[config.mk]
export PLATFORM = sky130hd
export DESIGN_NAME = pipeline_stall_ctrl_flat
export DESIGN_NICKNAME = d
export VERILOG_FILES = /design/src/rtl/pipeline_stall_ctrl_pkg.sv /design/src/rtl/pipeline_stall_ctrl_if.sv /design/src/rtl/pipeline_stall_ctrl_hazard_detect.sv /design/src/rtl/pipeline_stall_ctrl.sv /design/src/flat_wrapper.sv
export SDC_FILE = /design/constraint.sdc
export NUM_CORES = 1
export LEC_CHECK = 0
export CAP_MARGIN = 20
export CELL_PAD_IN_SITES_DETAIL_PLACEMENT = 0
export CELL_PAD_IN_SITES_GLOBAL_PLACEMENT = 1
export CORE_MARGIN = 4
export CORE_UTILIZATION = 36
export CTS_CLUSTER_SIZE = 25
export DETAILED_ROUTE_END_ITERATION = 6
export GPL_ROUTABILITY_DRIVEN = 1
export MAX_ROUTING_LAYER = met4
export PLACE_DENSITY_LB_ADDON = 0.15
export SYNTH_ARGS = -nofsm -noshare
export SYNTH_HDL_FRONTEND = slang
export SYNTH_HIERARCHICAL = 1
export SYNTH_SLANG_ARGS = --single-unit
[constraint.sdc]
create_clock -name clk_i -period 3.17 [get_ports clk_i]
set_clock_uncertainty 0.15 [all_clocks]
set_input_delay 0.951 -clock clk_i [delete_from_list [all_inputs] [get_ports clk_i]]
set_output_delay 0.951 -clock clk_i [all_outputs]
set_load 0.03 [all_outputs]
[src/rtl/pipeline_stall_ctrl_pkg.sv]
// Shared types and constants for the pipeline stall controller.
// Holds the miss FSM encoding, the refill timeout default and the register-zero constant.
package pipeline_stall_ctrl_pkg;

  localparam int TIMEOUT_DEFAULT = 255;
  localparam int REG_W           = 5;
  localparam int STALL_CNT_W     = 16;
  localparam int WAIT_CNT_W      = 8;

  localparam logic [REG_W-1:0] REG_ZERO = '0;

  typedef enum logic [1:0] {
    ST_IDLE   = 2'd0,
    ST_MISS   = 2'd1,
    ST_REPLAY = 2'd2
  } state_t;

endpackage

[src/rtl/pipeline_stall_ctrl_if.sv]
// Pipeline-side signal bundle for the stall controller.
// The pipeline uses the master modport; the controller uses the slave modport.
interface pipeline_stall_ctrl_if;
  import pipeline_stall_ctrl_pkg::*;

  logic             mem_req_i;
  logic             mem_hit_i;
  logic             mem_ack_i;
  logic             idex_memread_i;
  logic [REG_W-1:0] idex_rt_i;
  logic [REG_W-1:0] ifid_rs_i;
  logic [REG_W-1:0] ifid_rt_i;
  logic             branch_taken_i;

  logic             stall_pc_o;
  logic             stall_ifid_o;
  logic             stall_idex_o;
  logic             stall_exmem_o;
  logic             stall_memwb_o;
  logic             bubble_idex_o;
  logic             flush_ifid_o;
  logic             fill_req_o;
  logic             err_o;
  logic [STALL_CNT_W-1:0] stall_cnt_o;

  modport master (
    output mem_req_i, mem_hit_i, mem_ack_i, idex_memread_i,
           idex_rt_i, ifid_rs_i, ifid_rt_i, branch_taken_i,
    input  stall_pc_o, stall_ifid_o, stall_idex_o, stall_exmem_o, stall_memwb_o,
           bubble_idex_o, flush_ifid_o, fill_req_o, err_o, stall_cnt_o
  );

  modport slave (
    input  mem_req_i, mem_hit_i, mem_ack_i, idex_memread_i,
           idex_rt_i, ifid_rs_i, ifid_rt_i, branch_taken_i,
    output stall_pc_o, stall_ifid_o, stall_idex_o, stall_exmem_o, stall_memwb_o,
           bubble_idex_o, flush_ifid_o, fill_req_o, err_o, stall_cnt_o
  );

endinterface

[src/rtl/pipeline_stall_ctrl_hazard_detect.sv]
// Load-use hazard detector: a load in ID/EX whose destination feeds an IF/ID source.
// Register zero never creates a dependency.
module hazard_detect
  import pipeline_stall_ctrl_pkg::*;
(
  input  logic             memread,
  input  logic [REG_W-1:0] idex_rt,
  input  logic [REG_W-1:0] ifid_rs,
  input  logic [REG_W-1:0] ifid_rt,
  output logic             load_use
);

  assign load_use = memread && (idex_rt != REG_ZERO) &&
                    ((idex_rt == ifid_rs) || (idex_rt == ifid_rt));

endmodule

[src/rtl/pipeline_stall_ctrl.sv]
// Pipeline stall controller: data-cache miss FSM, load-use interlock and branch flush.
// Priority is miss stall, then load-use bubble, then branch flush.
module pipeline_stall_ctrl
  import pipeline_stall_ctrl_pkg::*;
#(
  parameter int TIMEOUT = TIMEOUT_DEFAULT
)
(
  input  logic                  clk_i,
  input  logic                  rst_n_i,
  pipeline_stall_ctrl_if.slave  bus
);

  localparam logic [WAIT_CNT_W:0] TIMEOUT_LIM = (WAIT_CNT_W+1)'(TIMEOUT);

  state_t                  state;
  state_t                  state_next;
  logic                    load_use;
  logic                    miss_detect;
  logic                    miss_stall;
  logic [WAIT_CNT_W-1:0]   wait_cnt;
  logic [WAIT_CNT_W:0]     wait_inc;
  logic                    err;
  logic [STALL_CNT_W-1:0]  stall_cnt;
  logic                    stall_pc, stall_ifid, stall_idex, stall_exmem, stall_memwb;
  logic                    bubble_idex, flush_ifid;

  hazard_detect u_hazard (
    .memread  (bus.idex_memread_i),
    .idex_rt  (bus.idex_rt_i),
    .ifid_rs  (bus.ifid_rs_i),
    .ifid_rt  (bus.ifid_rt_i),
    .load_use (load_use)
  );

  assign miss_detect = (state == ST_IDLE) && bus.mem_req_i && !bus.mem_hit_i;
  assign miss_stall  = miss_detect || (state == ST_MISS) || (state == ST_REPLAY);

  always_ff @(posedge clk_i or negedge rst_n_i) begin
    if (!rst_n_i) state <= ST_IDLE;
    else          state <= state_next;
  end

  always_comb begin
    state_next = state;
    case (state)
      ST_IDLE:   if (miss_detect)     state_next = ST_MISS;
      ST_MISS:   if (bus.mem_ack_i)   state_next = ST_REPLAY;
      ST_REPLAY:                      state_next = ST_IDLE;
      default:                        state_next = ST_IDLE;
    endcase
  end

  // The wait counter saturates so a very long refill cannot wrap back below the limit.
  assign wait_inc = {1'b0, wait_cnt} + 1'b1;

  always_ff @(posedge clk_i or negedge rst_n_i) begin
    if (!rst_n_i) begin
      wait_cnt <= '0;
      err      <= 1'b0;
    end else if (miss_detect) begin
      wait_cnt <= '0;
    end else if (state == ST_MISS) begin
      if (wait_cnt != '1)          wait_cnt <= wait_inc[WAIT_CNT_W-1:0];
      if (wait_inc >= TIMEOUT_LIM) err      <= 1'b1;
    end
  end

  always_ff @(posedge clk_i or negedge rst_n_i) begin
    if (!rst_n_i)                         stall_cnt <= '0;
    else if (miss_stall && stall_cnt != '1) stall_cnt <= stall_cnt + 1'b1;
  end

  always_comb begin
    stall_pc    = 1'b0;
    stall_ifid  = 1'b0;
    stall_idex  = 1'b0;
    stall_exmem = 1'b0;
    stall_memwb = 1'b0;
    bubble_idex = 1'b0;
    flush_ifid  = 1'b0;
    if (rst_n_i) begin
      if (miss_stall) begin
        stall_pc    = 1'b1;
        stall_ifid  = 1'b1;
        stall_idex  = 1'b1;
        stall_exmem = 1'b1;
        stall_memwb = 1'b1;
      end else if (load_use) begin
        stall_pc    = 1'b1;
        stall_ifid  = 1'b1;
        bubble_idex = 1'b1;
      end else if (bus.branch_taken_i) begin
        flush_ifid  = 1'b1;
      end
    end
  end

  assign bus.stall_pc_o    = stall_pc;
  assign bus.stall_ifid_o  = stall_ifid;
  assign bus.stall_idex_o  = stall_idex;
  assign bus.stall_exmem_o = stall_exmem;
  assign bus.stall_memwb_o = stall_memwb;
  assign bus.bubble_idex_o = bubble_idex;
  assign bus.flush_ifid_o  = flush_ifid;
  assign bus.fill_req_o    = (state == ST_MISS);
  assign bus.err_o         = err;
  assign bus.stall_cnt_o   = stall_cnt;

endmodule

[src/flat_wrapper.sv]
// flat-port wrapper written by rule: the top's interface ports become plain ports
module pipeline_stall_ctrl_flat import pipeline_stall_ctrl_pkg::*;
#(
  parameter int TIMEOUT = TIMEOUT_DEFAULT
)
  (clk_i, rst_n_i, bus_mem_req_i, bus_mem_hit_i, bus_mem_ack_i, bus_idex_memread_i, bus_idex_rt_i, bus_ifid_rs_i, bus_ifid_rt_i, bus_branch_taken_i, bus_stall_pc_o, bus_stall_ifid_o, bus_stall_idex_o, bus_stall_exmem_o, bus_stall_memwb_o, bus_bubble_idex_o, bus_flush_ifid_o, bus_fill_req_o, bus_err_o, bus_stall_cnt_o);
  pipeline_stall_ctrl_if bus_i ();
  input  logic clk_i;
  input  logic rst_n_i;
  input wire logic [$bits(bus_i.mem_req_i)-1:0] bus_mem_req_i;
  input wire logic [$bits(bus_i.mem_hit_i)-1:0] bus_mem_hit_i;
  input wire logic [$bits(bus_i.mem_ack_i)-1:0] bus_mem_ack_i;
  input wire logic [$bits(bus_i.idex_memread_i)-1:0] bus_idex_memread_i;
  input wire logic [$bits(bus_i.idex_rt_i)-1:0] bus_idex_rt_i;
  input wire logic [$bits(bus_i.ifid_rs_i)-1:0] bus_ifid_rs_i;
  input wire logic [$bits(bus_i.ifid_rt_i)-1:0] bus_ifid_rt_i;
  input wire logic [$bits(bus_i.branch_taken_i)-1:0] bus_branch_taken_i;
  output wire logic [$bits(bus_i.stall_pc_o)-1:0] bus_stall_pc_o;
  output wire logic [$bits(bus_i.stall_ifid_o)-1:0] bus_stall_ifid_o;
  output wire logic [$bits(bus_i.stall_idex_o)-1:0] bus_stall_idex_o;
  output wire logic [$bits(bus_i.stall_exmem_o)-1:0] bus_stall_exmem_o;
  output wire logic [$bits(bus_i.stall_memwb_o)-1:0] bus_stall_memwb_o;
  output wire logic [$bits(bus_i.bubble_idex_o)-1:0] bus_bubble_idex_o;
  output wire logic [$bits(bus_i.flush_ifid_o)-1:0] bus_flush_ifid_o;
  output wire logic [$bits(bus_i.fill_req_o)-1:0] bus_fill_req_o;
  output wire logic [$bits(bus_i.err_o)-1:0] bus_err_o;
  output wire logic [$bits(bus_i.stall_cnt_o)-1:0] bus_stall_cnt_o;
  assign bus_i.mem_req_i = bus_mem_req_i;
  assign bus_i.mem_hit_i = bus_mem_hit_i;
  assign bus_i.mem_ack_i = bus_mem_ack_i;
  assign bus_i.idex_memread_i = bus_idex_memread_i;
  assign bus_i.idex_rt_i = bus_idex_rt_i;
  assign bus_i.ifid_rs_i = bus_ifid_rs_i;
  assign bus_i.ifid_rt_i = bus_ifid_rt_i;
  assign bus_i.branch_taken_i = bus_branch_taken_i;
  assign bus_stall_pc_o = bus_i.stall_pc_o;
  assign bus_stall_ifid_o = bus_i.stall_ifid_o;
  assign bus_stall_idex_o = bus_i.stall_idex_o;
  assign bus_stall_exmem_o = bus_i.stall_exmem_o;
  assign bus_stall_memwb_o = bus_i.stall_memwb_o;
  assign bus_bubble_idex_o = bus_i.bubble_idex_o;
  assign bus_flush_ifid_o = bus_i.flush_ifid_o;
  assign bus_fill_req_o = bus_i.fill_req_o;
  assign bus_err_o = bus_i.err_o;
  assign bus_stall_cnt_o = bus_i.stall_cnt_o;
  pipeline_stall_ctrl #(.TIMEOUT(TIMEOUT)) u_core (.clk_i(clk_i), .rst_n_i(rst_n_i), .bus(bus_i));
endmodule
======== Word level (Yosys, flattened, before mapping) ========
Index checks and enable logic that the tools add are counted.
cells by class
  add/subtract/negate cells ............... 2
  order comparisons ....................... 1
  equal/unequal tests ..................... 8
  muxes and demuxes ....................... 17
  bitwise operators ....................... 1
  reduce and logical (&&, ||, !) cells .... 16
operators with widths
  operator                                                                             count
  8-bit 2-to-1 mux                                                                     3
  16-bit by 1-bit adder with 16-bit output, second input constant                      1
  16-bit != test, second input constant                                                1
  1-bit 2-to-1 mux                                                                     11
  5-bit equality test                                                                  2
  8-bit by 1-bit adder with 9-bit output, second input constant                        1
  9-bit by 8-bit greater-or-equal comparator with 1-bit output, second input constant  1
  8-bit != test, second input constant                                                 1
  1-bit logical AND                                                                    5
  5-bit nonzero test                                                                   1
  2-bit 2-to-1 mux                                                                     2
  2-bit one-hot mux with 2 select lines                                                1
  2-bit AND reduction                                                                  2
  2-bit nonzero test                                                                   2
  1-bit logical OR                                                                     3
  3-bit AND reduction                                                                  1
  2-bit by 1-bit equality test with 1-bit output, second input constant                1
  2-bit equality test, second input constant                                           1
  2-bit zero test                                                                      1
  2-bit by 1-bit != test with 1-bit output, second input constant                      1
  2-bit != test, second input constant                                                 1
  1-bit zero test                                                                      1
  1-bit inverter                                                                       1
storage, ports and cells
  register bits after elaboration ......... 27
  bits of input ports ..................... 22
  output and inout port bits .............. 25

======== Longest topological paths before layout ========
  word-level depth ........................ 7
  mapped depth ............................ 7
  gate-level depth less buffers ........... 6

======== Modules after synthesis ========
The synthesis kept the hierarchy.
modules (own cells, without submodules)
  module               instances  cells each  area an instance (um^2)  sequential area each (um^2)
  pipeline_stall_ctrl  1          166         1,572.8                  675.6
  hazard_detect        1          17          125.1                    0.0

======== Worst setup path after synthesis ========
OpenSTA, ideal clock, no wires.
  kind .................................... in2out
  start point ............................. input port bus_idex_rt_i[0]
  end point ............................... output port bus_stall_pc_o
  arrival time ............................ 2,353 ps
  required time ........................... 2,069 ps
  setup slack ............................. -284 ps
  stages on the path ...................... 7
  path buffers ............................ 1
  cell sequence ........................... xor2_1 -> nor3_1 -> nand3_1 -> a21oi_1 -> inv_1 -> a21oi_1 -> buf_4
on the way
  word-level cells in the longest chain between the ends .. 6
ends and longest elaborated chain
  element                                                           RTL line                                                                          source
  from (decl)                                                       flat_wrapper.sv:14                                                                input wire logic [$bits(bus_i.idex_rt_i)-1:0] bus_idex_rt_i;
  5-bit equality test / 5-bit nonzero test (equally long branches)  pipeline_stall_ctrl_hazard_detect.sv:14, pipeline_stall_ctrl_hazard_detect.sv:13
  1-bit logical OR / 1-bit logical AND (equally long branches)      pipeline_stall_ctrl_hazard_detect.sv:14, pipeline_stall_ctrl_hazard_detect.sv:13
  1-bit logical AND (*)                                             pipeline_stall_ctrl_hazard_detect.sv:13                                           assign load_use = memread && (idex_rt != REG_ZERO) &&
  via u_core.load_use                                               pipeline_stall_ctrl.sv:18                                                         logic load_use;
  1-bit 2-to-1 mux (*) (3 in a row)                                 --
  to (decl)                                                         flat_wrapper.sv:18                                                                output wire logic [$bits(bus_i.stall_pc_o)-1:0] bus_stall_pc_o;
Mark *: on every way through the listed nets, which the timed path passes. The rest lies on a longest branch.

======== Final worst setup path ========
  start point ............................. input port bus_idex_rt_i[4]
  end point ............................... output port bus_flush_ifid_o
on the way
  word-level cells in the longest chain between the ends .. 6
ends and longest elaborated chain
  element                                                           RTL line                                                                          source
  5-bit equality test / 5-bit nonzero test (equally long branches)  pipeline_stall_ctrl_hazard_detect.sv:14, pipeline_stall_ctrl_hazard_detect.sv:13
  1-bit logical OR / 1-bit logical AND (equally long branches)      pipeline_stall_ctrl_hazard_detect.sv:14, pipeline_stall_ctrl_hazard_detect.sv:13
  1-bit logical AND (*)                                             pipeline_stall_ctrl_hazard_detect.sv:13
  via u_core.load_use                                               pipeline_stall_ctrl.sv:18
  1-bit 2-to-1 mux (*)                                              pipeline_stall_ctrl.sv:89                                                         end else if (load_use) begin
  1-bit 2-to-1 mux (*)                                              pipeline_stall_ctrl.sv:83                                                         if (miss_stall) begin
  1-bit 2-to-1 mux (*)                                              pipeline_stall_ctrl.sv:82                                                         if (rst_n_i) begin
  to (decl)                                                         flat_wrapper.sv:24                                                                output wire logic [$bits(bus_i.flush_ifid_o)-1:0] bus_flush_ifid_o;
Marked as above.

==> metrics.txt <==
status=finished, violations left; violated checks=setup timing; DR WL/cell=14.7 µm; Core Region=4440 µm²; TritonCTS clock tree=done; initial drt markers=53; worst-case clock buffer depth=2; io pins=47; syn_nets=208; total gr overflow=0; Worst-path clk slew=0.10 ns; Slew HR=0.635; crit path DAT=2.17 ns; clk sinks=27; CP Launch Type=input port; DRT Wirelength=around 4200 µm; final hold vios=0; initial antenna violation count=0; routed vias/inst=around 5.3; crit path cell chain=buf_6, or4_1, o21ai_2, a21oi_2, inv_2, and4_1, buf_6; fin worst setup slack=-0.101 ns; CP max FO=2; PortBufs=46; Initial Util=0.382; die area=a little under 6000 µm²; HPWL after DPL=3340 µm; Yosys Warn Count=6; top_reg_cell synth=dfrtp_1; Final min period=3.27 ns; RSZ-0062 raised after global routing=yes; htree depth=1; Setup TNS Final=-0.256 ns; gr busiest metal=met2; largest net degree at the start of global routing=28; Antenna Violating Nets Remaining=0; Vias=1,510; Worst Path Buf+Inv=3; top post-synthesis cells by area=dfrtp_1, xor2_1, xnor2_1, nand2_1, a21oi_1; Worst EP required=about 2.1 ns; MaxCap Viol Count=0; Final nets=261; vias in the first global route=1,536; PwrDens=558 nW/µm²; count of cell types in the netlist=44; max incr delay on CP=0.53 ns; Mapped Cells=183; # diodes=0; global-route wire length before repair=7270 µm; final period utilization=1.03; CTS root buffer=clkbuf_8; Synth Cell Area=1700 µm²; first drt pass iteration count=4; worst-path cell with the longest stage delay=or4_1; clk_lat worst skew=roughly 0.27 ns; met2 Track Usage GR=0.234; delay-heaviest family, CP=simple AND/OR/NAND/NOR gates; GR Util met3=0.0363; die height=around 77 µm; row count=24; final core utilization=0.520; dominant cell type by area after synthesis=dfrtp_1; Fmax=306 MHz; Slew Viols, Final=0; register area share after synthesis=0.398; Synth Register Bits=27; Hold WC Path Type=reg2reg; met1 GRT Util=0.202; P_leak=1.03 nW; Total GRT Usage=0.153; Post-synth ARST share=1.00; Tightest Pin Transition=0.542 ns; Power Total=0.00129 W; synthesis-to-layout area growth=36.2%; routability cong.=0.845; Mean Syn Cell Area=about 9 µm²; most common cell in the netlist=dfrtp_1; most instantiated cells after synthesis=dfrtp_1, xor2_1, nand2_1, a21oi_1, nor3_1; WS Path Type=in2out; count of final setup violators=4; Die X=76.7 µm; Peak VDD IR=326 µV; Worst Setup End Kind=output port; top-area cell type share of the netlist area=0.398; Fillers=431; Num CTS Buffers=3; cell repeated most along the worst path=buf_6; share of post-route cells with drive strength above 1=0.183; Post-synth EDFFs=0; drt drc=0
[layout by cell type (no fill, tap or decap), types with 4 or more instances in the layout]
cell and instances:
a21oi_1 8, nand3_1 8, buf_6 7, buf_2 5, buf_4 7, xnor2_1 7, o21ai_0 4, clkdlybuf4s50_1 22
nor4_1 7, nand2_1 15, and2_1 6, inv_1 5, nand4_1 4, dfrtp_1 27, xor2_1 16, nor2_1 8
dlygate4sd2_1 6, nor3_1 10, a21o_1 4
[path summary, 6_finish.rpt]
path | to | start | depth (start not counted) | slack [ns]
setup reg to reg | u_core/wait_cnt[3]$_DFFE_PN0P_ | u_core/wait_cnt[0]$_DFFE_PN0P_ | 5 | 1.18
hold reg to reg | u_core/bus.err_o$_DFFE_PN0P_ | u_core/bus.err_o$_DFFE_PN0P_ | 2 | 0.35
min in group asynchronous | u_core/bus.stall_cnt_o[6]$_DFFE_PN0P_ | rst_n_i | 2 | 1.06
max in group asynchronous | u_core/bus.stall_cnt_o[12]$_DFFE_PN0P_ | rst_n_i | 2 | 1.54
hold / removal | u_core/bus.err_o$_DFFE_PN0P_ | u_core/bus.err_o$_DFFE_PN0P_ | 2 | 0.35
setup / recovery | bus_flush_ifid_o | bus_idex_rt_i[4] | 7 | -0.10
[logic make-up (layout without fill, tap and decap cells)]
group | count (synthesis) | in the layout | synth area share
DFF | 27 | 27 | 0.398
adders and majority gates | 3 | 3 | 0.0221
AOI/OAI and AO/OA | 35 | 35 | 0.134
xor gates and xnor gates | 24 | 24 | 0.124
buffers and inverters | 12 | 64 | 0.0339
and+or+nand+nor | 78 | 78 | 0.264
muxes | 4 | 4 | 0.0243
[worst min-delay path, delay by kind of cell, from the launching register on]
kind | cells | cell delay (ns)
AO/OA/AOI/OAI | 1 | 0.05
flip-flops | 1 | 0.36
AND/OR/NAND/NOR | 1 | 0.05
[per-stage QoR]
step                std cells  hold slack [ns]  area (µm²)  worst slack (ns)
global placement          282            0.311        2250            -0.463
global route              287            0.380        2310            -0.161
CTS                       287            0.358        2310            -0.122
finish                    287            0.348        2310            -0.101
detailed placement        282            0.335        2250            -0.464
floorplan                 183            0.366        1710           -0.0108
[what timing repair did]
item / CTS / global route
buffers inserted: 1 / 0
pin swaps: 15 / 9
resized for setup: 49 / 6
setup endpoints to repair: 7 / 4
hold buffers: 0 / 0
[flip-flops by register name (all words and copies together), names as in the netlist]
register	count
u_core/bus.stall_cnt_o	16
u_core/wait_cnt	8
u_core/state	2
u_core/bus.err_o	1
[layout make-up]
cell class	count	area (µm²)	share of cell area
Inverter	7	26.3	0.0114
Multi-Input combinational cell	144	1010	0.436
Sequential cell	27	676	0.292
Clock buffer	3	41.3	0.0179
Timing Repair Buffer	53	489	0.212
Clock inverter	1	7.51	0.00325
Tap cell	52	65.1	0.0281
[per-layer routing]
| metal | routed length (µm) | vias to the layer above |
|---|---|---|
| li1 | - | 768 |
| met1 | 2110 | 695 |
| met2 | 1800 | 45 |
| met3 | 267 | 2 |
| met4 | 30 | 0 |
| met5 | 0 | - |
[report_power, final]
group          leakage, nW  internal [W]  switching, W
Clock               0.0217     0.0000891      0.000108
Combinational        0.654      0.000247      0.000318
Sequential           0.351      0.000417      0.000110
Power figures use the tool's default switching activity.
